[src/rtl/alu_cmd_seq.sv]
// Operand/command sequencer for the combinational ALU: a debounced pushbutton steps through
// load A, load B, load op, execute and show result.
module alu_cmd_seq #(
    parameter int DEBOUNCE_CYCLES = 4,
    parameter int SETTLE_CYCLES   = 2,
    parameter int CNT_W           = 20
) (
    input  logic        clk_i,
    input  logic        rst_n_i,
    input  logic [5:0]  sw_i,
    input  logic [1:0]  op_sw_i,
    input  logic        btn_i,
    input  logic [11:0] alu_data_i,
    output logic [5:0]  A_o,
    output logic [5:0]  B_o,
    output logic [1:0]  Op_o,
    output logic        Led_o,
    output logic [11:0] result_o,
    output logic        valid_o,
    output logic        err_o,
    output logic [2:0]  state_o
);

    localparam int SET_W = $clog2(SETTLE_CYCLES + 1);

    typedef enum logic [2:0] {
        LOAD_A  = 3'd0,
        LOAD_B  = 3'd1,
        LOAD_OP = 3'd2,
        EXEC    = 3'd3,
        SHOW    = 3'd4
    } state_t;

    state_t             state, state_nxt;
    logic               sync1, sync2, db, db_d, press;
    logic [CNT_W-1:0]   db_cnt;
    logic [SET_W-1:0]   settle_cnt;
    logic               ld_a, ld_b, ld_op, div0, capture, clr_flags;

    assign state_o = state;

    always_comb begin
        state_nxt = state;
        ld_a      = 1'b0;
        ld_b      = 1'b0;
        ld_op     = 1'b0;
        div0      = 1'b0;
        capture   = 1'b0;
        clr_flags = 1'b0;
        case (state)
            LOAD_A: if (press) begin
                ld_a      = 1'b1;
                state_nxt = LOAD_B;
            end
            LOAD_B: if (press) begin
                ld_b      = 1'b1;
                state_nxt = LOAD_OP;
            end
            LOAD_OP: if (press) begin
                ld_op = 1'b1;
                // Divide by zero never reaches the ALU; the error is flagged directly.
                if (op_sw_i == 2'b11 && B_o == 6'd0) begin
                    div0      = 1'b1;
                    state_nxt = SHOW;
                end else begin
                    state_nxt = EXEC;
                end
            end
            EXEC: if (settle_cnt == SET_W'(SETTLE_CYCLES - 1)) begin
                capture   = 1'b1;
                state_nxt = SHOW;
            end
            SHOW: if (press) begin
                clr_flags = 1'b1;
                state_nxt = LOAD_A;
            end
            default: state_nxt = LOAD_A;
        endcase
    end

    always_ff @(posedge clk_i) begin
        if (!rst_n_i) begin
            sync1      <= 1'b0;
            sync2      <= 1'b0;
            db         <= 1'b0;
            db_d       <= 1'b0;
            press      <= 1'b0;
            db_cnt     <= '0;
            settle_cnt <= '0;
            state      <= LOAD_A;
            Led_o      <= 1'b1;
            A_o        <= '0;
            B_o        <= '0;
            Op_o       <= '0;
            result_o   <= '0;
            valid_o    <= 1'b0;
            err_o      <= 1'b0;
        end else begin
            sync1 <= btn_i;
            sync2 <= sync1;
            // Level must disagree for DEBOUNCE_CYCLES consecutive cycles before db follows.
            if (sync2 != db) begin
                if (db_cnt == CNT_W'(DEBOUNCE_CYCLES - 1)) begin
                    db     <= sync2;
                    db_cnt <= '0;
                end else begin
                    db_cnt <= db_cnt + CNT_W'(1);
                end
            end else begin
                db_cnt <= '0;
            end
            db_d  <= db;
            press <= db & ~db_d;

            state <= state_nxt;
            Led_o <= (state_nxt == LOAD_A) || (state_nxt == LOAD_B) || (state_nxt == LOAD_OP);

            if (state == EXEC) settle_cnt <= settle_cnt + SET_W'(1);
            else               settle_cnt <= '0;

            if (ld_a) begin
                A_o     <= sw_i;
                valid_o <= 1'b0;
                err_o   <= 1'b0;
            end
            if (ld_b)  B_o  <= sw_i;
            if (ld_op) Op_o <= op_sw_i;
            if (div0) begin
                result_o <= 12'hFFF;
                err_o    <= 1'b1;
                valid_o  <= 1'b0;
            end
            if (capture) begin
                result_o <= alu_data_i;
                valid_o  <= 1'b1;
            end
            if (clr_flags) begin
                valid_o <= 1'b0;
                err_o   <= 1'b0;
            end
        end
    end

endmodule

[config.mk]
export PLATFORM = sky130hd
export DESIGN_NAME = alu_cmd_seq
export DESIGN_NICKNAME = d
export VERILOG_FILES = /design/src/rtl/alu_cmd_seq.sv
export SDC_FILE = /design/constraint.sdc
export NUM_CORES = 1
export LEC_CHECK = 0
export CORE_MARGIN = 2
export CORE_UTILIZATION = 49
export DETAILED_ROUTE_END_ITERATION = 12
export PLACE_DENSITY = 0.78
export REMOVE_ABC_BUFFERS = 1
export SLEW_MARGIN = 0
export SYNTH_ARGS = -nofsm -noshare
export SYNTH_HDL_FRONTEND = slang
export SYNTH_SLANG_ARGS = --single-unit
[constraint.sdc]
create_clock -name clk_i -period 2.25 [get_ports clk_i]
set_input_delay 0.45 -clock clk_i [delete_from_list [all_inputs] [get_ports clk_i]]
set_output_delay 0.45 -clock clk_i [all_outputs]
set_load 0.005 [all_outputs]
==> impl_metrics.json, run 1 <==
{
  "critical_path_data_required_time_ps": 2510,
  "final-seq-area_um2": 1180,
  "tightest_hold_check_type": "reg -> reg",
  "timing.final.crit_period_ps": 2070,
  "synth_edf_count": 0,
  "number_of_global_route_vias_before_repair": 1809,
  "clk-insertion-delay-late_ps": 330,
  "place.gp.congestion": 0.714,
  "layout_cell_share_with_drive_strength_beyond_1": 0.145,
  "flip_flop_and_latch_count_after_synthesis": 59,
  "cts.htree.levels": 3,
  "pre_cts_slack_ps": -4.66,
  "die_x_um": 73.7,
  "die_h_um": 73.7,
  "grt_setup_unrepaired": "false",
  "synthDistinctLibCells": 41,
  "worst_r2r_endpoint": "db_cnt[19]$_SDFF_PP0_",
  "final-max-slew-violation-count": 0,
  "fin_nets": 324,
  "synthesis.instances": 237,
  "worst_setup_path_end_kind": "flip-flop",
  "layout-area-overhead-vs-synth_pct": 33.8,
  "port-buffer-count": 54,
  "postSynthAreaPerCell_um2": 10.0,
  "dp.final_hpwl_um": 3520,
  "cts.reportedPaths.clkPinSlew_ps": 60,
  "report.final.setup_viol": 0,
  "post-route-worst-setup-slack_ps": 183,
  "fin_crit_sh": 0.919,
  "route.final.wire_length_um": 4980,
  "postCtsSetupBuffers": 0,
  "drtIter0Drc": 99,
  "cts_tree": "built",
  "cts-root-buf": "clkbuf_8",
  "synthArstFlopShare": 0,
  "maximum_root_to_sink_buffer_count": 2,
  "synth_top_flop_cell": "dfxtp_1",
  "r2r.worst_path.cells": 4,
  "grt_max_degree": 37,
  "outcome": "completed",
  "static-leakage-power_nw": 1.08,
  "worst-r2r-setup-slack_ps": 180,
  "syn_area_um2": 2380,
  "numCtsBuffers": 9,
  "crit_path_max_fo": 8,
  "ys_top_cells_by_area": "dfxtp_1 50%, mux2i_1 6.7%, o221a_2 5.7%, nor2b_1 3.9%, xnor2_1 2.9%",
  "timing_worst_slew_pin_value_ps": 678,
  "multi_input_comb_area_um2": 1150,
  "starting_density_of_the_core": 0.507,
  "design_power_total_mw": 1.98,
  "i_o_pins": 55,
  "fin_skew_ps": 9.77,
  "vdd.ir_drop.worst_mv": 0.468,
  "critPathArrivalTime_ps": 2320,
  "holdCritStartpoint": "db_d$_SDFF_PN0_",
  "insertedDiodeCount": 0,
  "maxSlewHeadroom": 0.548,
  "cts_num_sinks": 59,
  "first_pass_iters": 4,
  "max_clock_freq_ghz": 0.484,
  "synth_largest_area_cell": "dfxtp_1",
  "post-route-drc-count": 0,
  "part_of_the_yosys_area_used_for_sequential_elements": 0.496,
  "final.hold.worst_slack_ps": 384,
  "synth_top_area_share": 0.496,
  "drt.antenna.violating_nets": 0,
  "hold-path-endpoint": "press$_SDFF_PN0_",
  "yosys_warnings": 0,
  "row_count": 25,
  "report.final.hold_viol_count": 0,
  "grt_usage": 0.201,
  "globalRouteOverflowTotal": 0,
  "hold_depth": 1,
  "critPathLaunchType": "flip-flop",
  "route.detailed.wl_per_inst_um": 13.9,
  "floorplan.core_area_um2": 4690,
  "die_footprint_um2": 5430,
  "initial_antenna_violation_count": 0,
  "routed-via-count": 1968,
  "grt_pass1_wl_um": 8220,
  "worstReg2RegStart": "db_cnt[2]$_SDFF_PP0_",
  "cap_viol_max_count": 0,
  "power_density_nw_per_um2": 621,
  "num-fill-cells": 415,
  "critPathKind": "reg -> reg",
  "route.detailed.vias_per_inst": 5.51
}
cell usage after synthesis, drive strengths merged, types with 2 or more instances:
cell and number:
a21boi 2, a21oi 6, a31oi 2, and2 5, and3 4, and4bb 2, clkbuf 9, dfxtp 59
ha 2, inv 4, mux2i 16, nand2 13, nand2b 2, nand3 10, nand3b 3, nand4 3
nor2 19, nor2b 15, nor3 2, nor4 5, nor4b 4, o21ai 7, o221a 12, o31ai 3
or3b 3, or4 3, xnor2 8, xor2 4
layout by cell type (no fill, tap or decap), drive strengths merged, types with 5 or more instances in the layout:
cell,count
nor4,5
o21ai,7
and2,5
nand2,13
nor2,19
o221a,12
clkdlybuf4s50,54
buf,7
mux2i,16
a21oi,6
xnor2,8
dfxtp,59
clkbuf,13
nor2b,15
nand3,10
area by class of cell:
cell class                 instances  share of cell area
clock buffer                      13              0.0530
clock inverter                     2             0.00314
inverter                           4             0.00472
multi-input combinational        164               0.361
sequential                        59               0.371
tap                               54              0.0212
timing repair buffer              61               0.186
where the power goes:
| group | total [mW] | internal, mW | leakage [nW] | switching (mW) |
|---|---|---|---|---|
| clock network | 0.863 | 0.480 | 0.0953 | 0.383 |
| registers | 1.05 | 1.05 | 0.475 | 0.00125 |
| logic | 0.0650 | 0.0429 | 0.506 | 0.0220 |
layer usage:
metal | global-route usage | share of wire | vias to the layer above | wire (um)
met4 | 0.121 | 0.025 | 0 | 125
met1 | 0.252 | 0.47 | 928 | 2320
met2 | 0.311 | 0.46 | 45 | 2310
li1 | - | - | 984 | -
met5 | 0 | 0 | - | 0
met3 | 0.0480 | 0.044 | 11 | 219
worst max-delay path by stage:
| stage | start | end | depth (start not counted) |
|---|---|---|---|
| finish | db_cnt[2]$_SDFF_PP0_ | db_cnt[19]$_SDFF_PP0_ | 4 |
| global route | db_cnt[2]$_SDFF_PP0_ | db_cnt[15]$_SDFF_PP0_ | 4 |
| CTS | db_cnt[0]$_SDFF_PP0_ | db_cnt[9]$_SDFF_PP0_ | 5 |
| detailed placement | op_sw_i[1] | result_o[7]$_SDFFE_PN0P_ | 5 |
| global placement | op_sw_i[0] | result_o[9]$_SDFFE_PN0P_ | 5 |
| floorplan | state_o[0]$_SDFF_PN0_ | B_o[0]$_SDFFE_PN0P_ | 3 |
cell families after synthesis:
logic type | share of synthesized area
adders and majority gates | 0.0105
DFF | 0.496
buffers and inverters | 0.0226
xor gates and xnor gates | 0.0442
AOI/OAI and AO/OA | 0.116
muxes | 0.0673
and+or+nand+nor | 0.243
timing repair:
item | in CTS | in global routing
endpoints found under the hold margin | 0 | 0
setup endpoints to repair | 0 | 15
resized for setup | 0 | 1
hold buffers | 0 | 0
critical path, stage by stage (launching register included):
cell	delay [ps]
dfxtp_1	440
and4_4	290
or4b_1	590
or4_1	520
a21oi_1	150
flip-flops by register name (all words and copies together), names as in the netlist:
name / cells
db_d: 1
Led_o: 1
valid_o: 1
Op_o: 2
err_o: 1
db: 1
press: 1
db_cnt: 20
A_o: 6
state_o: 3
sync2: 1
sync1: 1
B_o: 6
settle_cnt: 2
result_o: 12
metrics by stage:
step / setup TNS, ps / instance area, um^2 / std cells / util
floorplan: 0 / 2340 / 227 / -
global placement: 0 / 3000 / 342 / 0.640
detailed placement: -6.99 / 3000 / 342 / 0.640
CTS: 0 / 3180 / 357 / 0.678
global route: 0 / 3180 / 357 / 0.679
finish: 0 / 3180 / 357 / 0.679
Power figures use the tool's default switching activity.
==> run 2, diff against run 1 <==
- CTS_BUF_LIST: not set -> sky130_fd_sc_hd__clkbuf_8 sky130_fd_sc_hd__clkbuf_16
- SETUP_SLACK_MARGIN: not set -> 0.05
==> run 2 against run 1 <==
Effect of this change:
- power shrank 0.21%
- sequential share of layout area is the same
- sequential cell count is the same
- first-iteration DRC count is the same
- clock power shrank 0.5%
- setup slack is essentially flat
- sequential power is essentially flat
==> impl_metrics.json, run 2 (same netlist as run 1, synthesis figures left out) <==
{
  "worstPathCellList": "and4_4 -> or4b_1 -> or4_1 -> a21oi_1",
  "row_count": 25,
  "insertedDiodeCount": 0,
  "placed_cell_area_um2": 3000,
  "die_footprint_um2": 5430,
  "grt_usage": 0.201,
  "die_h_um": 73.7,
  "critical_path_data_required_time_ps": 2510,
  "worst_setup_path_end_kind": "flip-flop",
  "cts.htree.levels": 3,
  "critPathLaunchType": "flip-flop",
  "maxSlewHeadroom": 0.548,
  "maximum_root_to_sink_buffer_count": 2,
  "route.final.wire_length_um": 4980,
  "starting_density_of_the_core": 0.507,
  "power_density_nw_per_um2": 619,
  "most_common_library_cell_in_the_layout_ignoring_fill_and_taps": "dfxtp_1",
  "setup-tns-final_ps": 0,
  "fin_nets": 324,
  "crit_path_max_fo": 8,
  "first_pass_iters": 4,
  "floorplan.core_area_um2": 4690,
  "timing_worst_slew_pin_value_ps": 678,
  "biggestRegsByFlops": "db_cnt x20, result_o x12",
  "critPathKind": "reg -> reg",
  "worstReg2RegStart": "db_cnt[2]$_SDFF_PP0_",
  "final_core_util": 0.679,
  "post-route-drc-count": 0,
  "cts.reportedPaths.clkPinSlew_ps": 60,
  "cts_tree": "built",
  "finish.cell_count_without_fillers": 357,
  "fin_skew_ps": 9.77,
  "cp-startpoint": "db_cnt[2]$_SDFF_PP0_",
  "numCtsBuffers": 9,
  "die_x_um": 73.7,
  "worst_path_top_cell_family_by_delay": "simple AND/OR/NAND/NOR gates",
  "layout.cells.most_common_list": "59 x dfxtp_1, 54 x clkdlybuf4s50_1, 18 x nor2_1",
  "grt_pass1_wl_um": 8220,
  "holdCritStartpoint": "db_d$_SDFF_PN0_",
  "initial_antenna_violation_count": 0,
  "route.detailed.wl_per_inst_um": 13.9,
  "report.final.setup_viol": 0,
  "max_clock_freq_ghz": 0.484,
  "cap_viol_max_count": 0,
  "fin_crit_sh": 0.919,
  "timing.critical_path.buf_inv": 0,
  "critical_path.max_stage_delay_ps": 590,
  "final_cell_area_um2": 3180,
  "clk-insertion-delay-late_ps": 330,
  "timing.final.crit_period_ps": 2070,
  "report.final.hold_viol_count": 0,
  "vdd.ir_drop.worst_mv": 0.468,
  "dp.final_hpwl_um": 3520,
  "i_o_pins": 55,
  "drtIter0Drc": 99,
  "route.detailed.vias_per_inst": 5.51,
  "critPathArrivalTime_ps": 2320,
  "cp_slowest_cell": "or4b_1",
  "design_power_total_mw": 1.97,
  "outcome": "completed",
  "layout-area-overhead-vs-synth_pct": 33.8,
  "number_of_global_route_vias_before_repair": 1809,
  "place.gp.congestion": 0.714,
  "port-buffer-count": 54,
  "dpl.cell_count": 342,
  "globalRouteOverflowTotal": 0,
  "static-leakage-power_nw": 1.08,
  "tightest_hold_check_type": "reg -> reg",
  "cts-root-buf": "clkbuf_8",
  "grt_max_degree": 37,
  "routed-via-count": 1968,
  "grt_setup_unrepaired": "false",
  "cts_num_sinks": 59,
  "largest_register_ff_count": 20,
  "drt.antenna.violating_nets": 0,
  "layout_cell_share_with_drive_strength_beyond_1": 0.145,
  "final-max-slew-violation-count": 0,
  "most_flops_register": "db_cnt"
}
## run 2: cell count changes in the layout (fill, tap and decap cells not counted), sizes merged
cell / previous run / this run
clkbuf: 13 / 12
inv: 4 / 5
## run 2: worst paths after layout
kind | slack (ps) | end | depth (start not counted)
worst max-delay path | 180 | db_cnt[19]$_SDFF_PP0_ | 4
worst min-delay path | 380 | press$_SDFF_PN0_ | 1
worst max register to register | 180 | db_cnt[19]$_SDFF_PP0_ | 4
worst min register to register | 380 | press$_SDFF_PN0_ | 1
## run 2: cell type report
type / count / area [um^2]
Clock inverter: 3 / 13.8
Tap cell: 54 / 67.6
Sequential cell: 59 / 1180
Multi-Input combinational cell: 164 / 1150
Inverter: 4 / 15.0
Fill cell: 415 / 1510
Clock buffer: 12 / 165
Timing Repair Buffer: 61 / 593
## run 2: through the flow
step	hold WS (ps)	setup slack, ps
2_1_floorplan	368	334
3_3_place_gp	370	38.1
3_5_place_dp	379	-4.66
4_1_cts	388	118
5_1_grt	430	116
6_report	384	183
## run 2: timing repair
action,4_1_cts,5_1_grt
hold buffers,0,0
endpoints found under the setup margin,0,17
buffers inserted,0,0
resized for setup,0,1
## run 2: worst reg2reg max path, stage by stage (launching register included)
cell     delay [ps]
dfxtp_1         440
and4_4          290
or4b_1          590
or4_1           520
a21oi_1         150
## run 2: layer usage
layer  global-route usage  share of wire  up-vias
li1                     -              -      984
met1                0.252           0.47      928
met2                0.311           0.46       45
met3               0.0480          0.044       11
met4                0.121          0.025        0
met5                    0              0        -
## run 2: power by group
part           internal, mW  leakage [nW]  switching [mW]
clock                 0.476        0.0994           0.383
combinational        0.0429         0.506          0.0221
sequential             1.05         0.475         0.00125
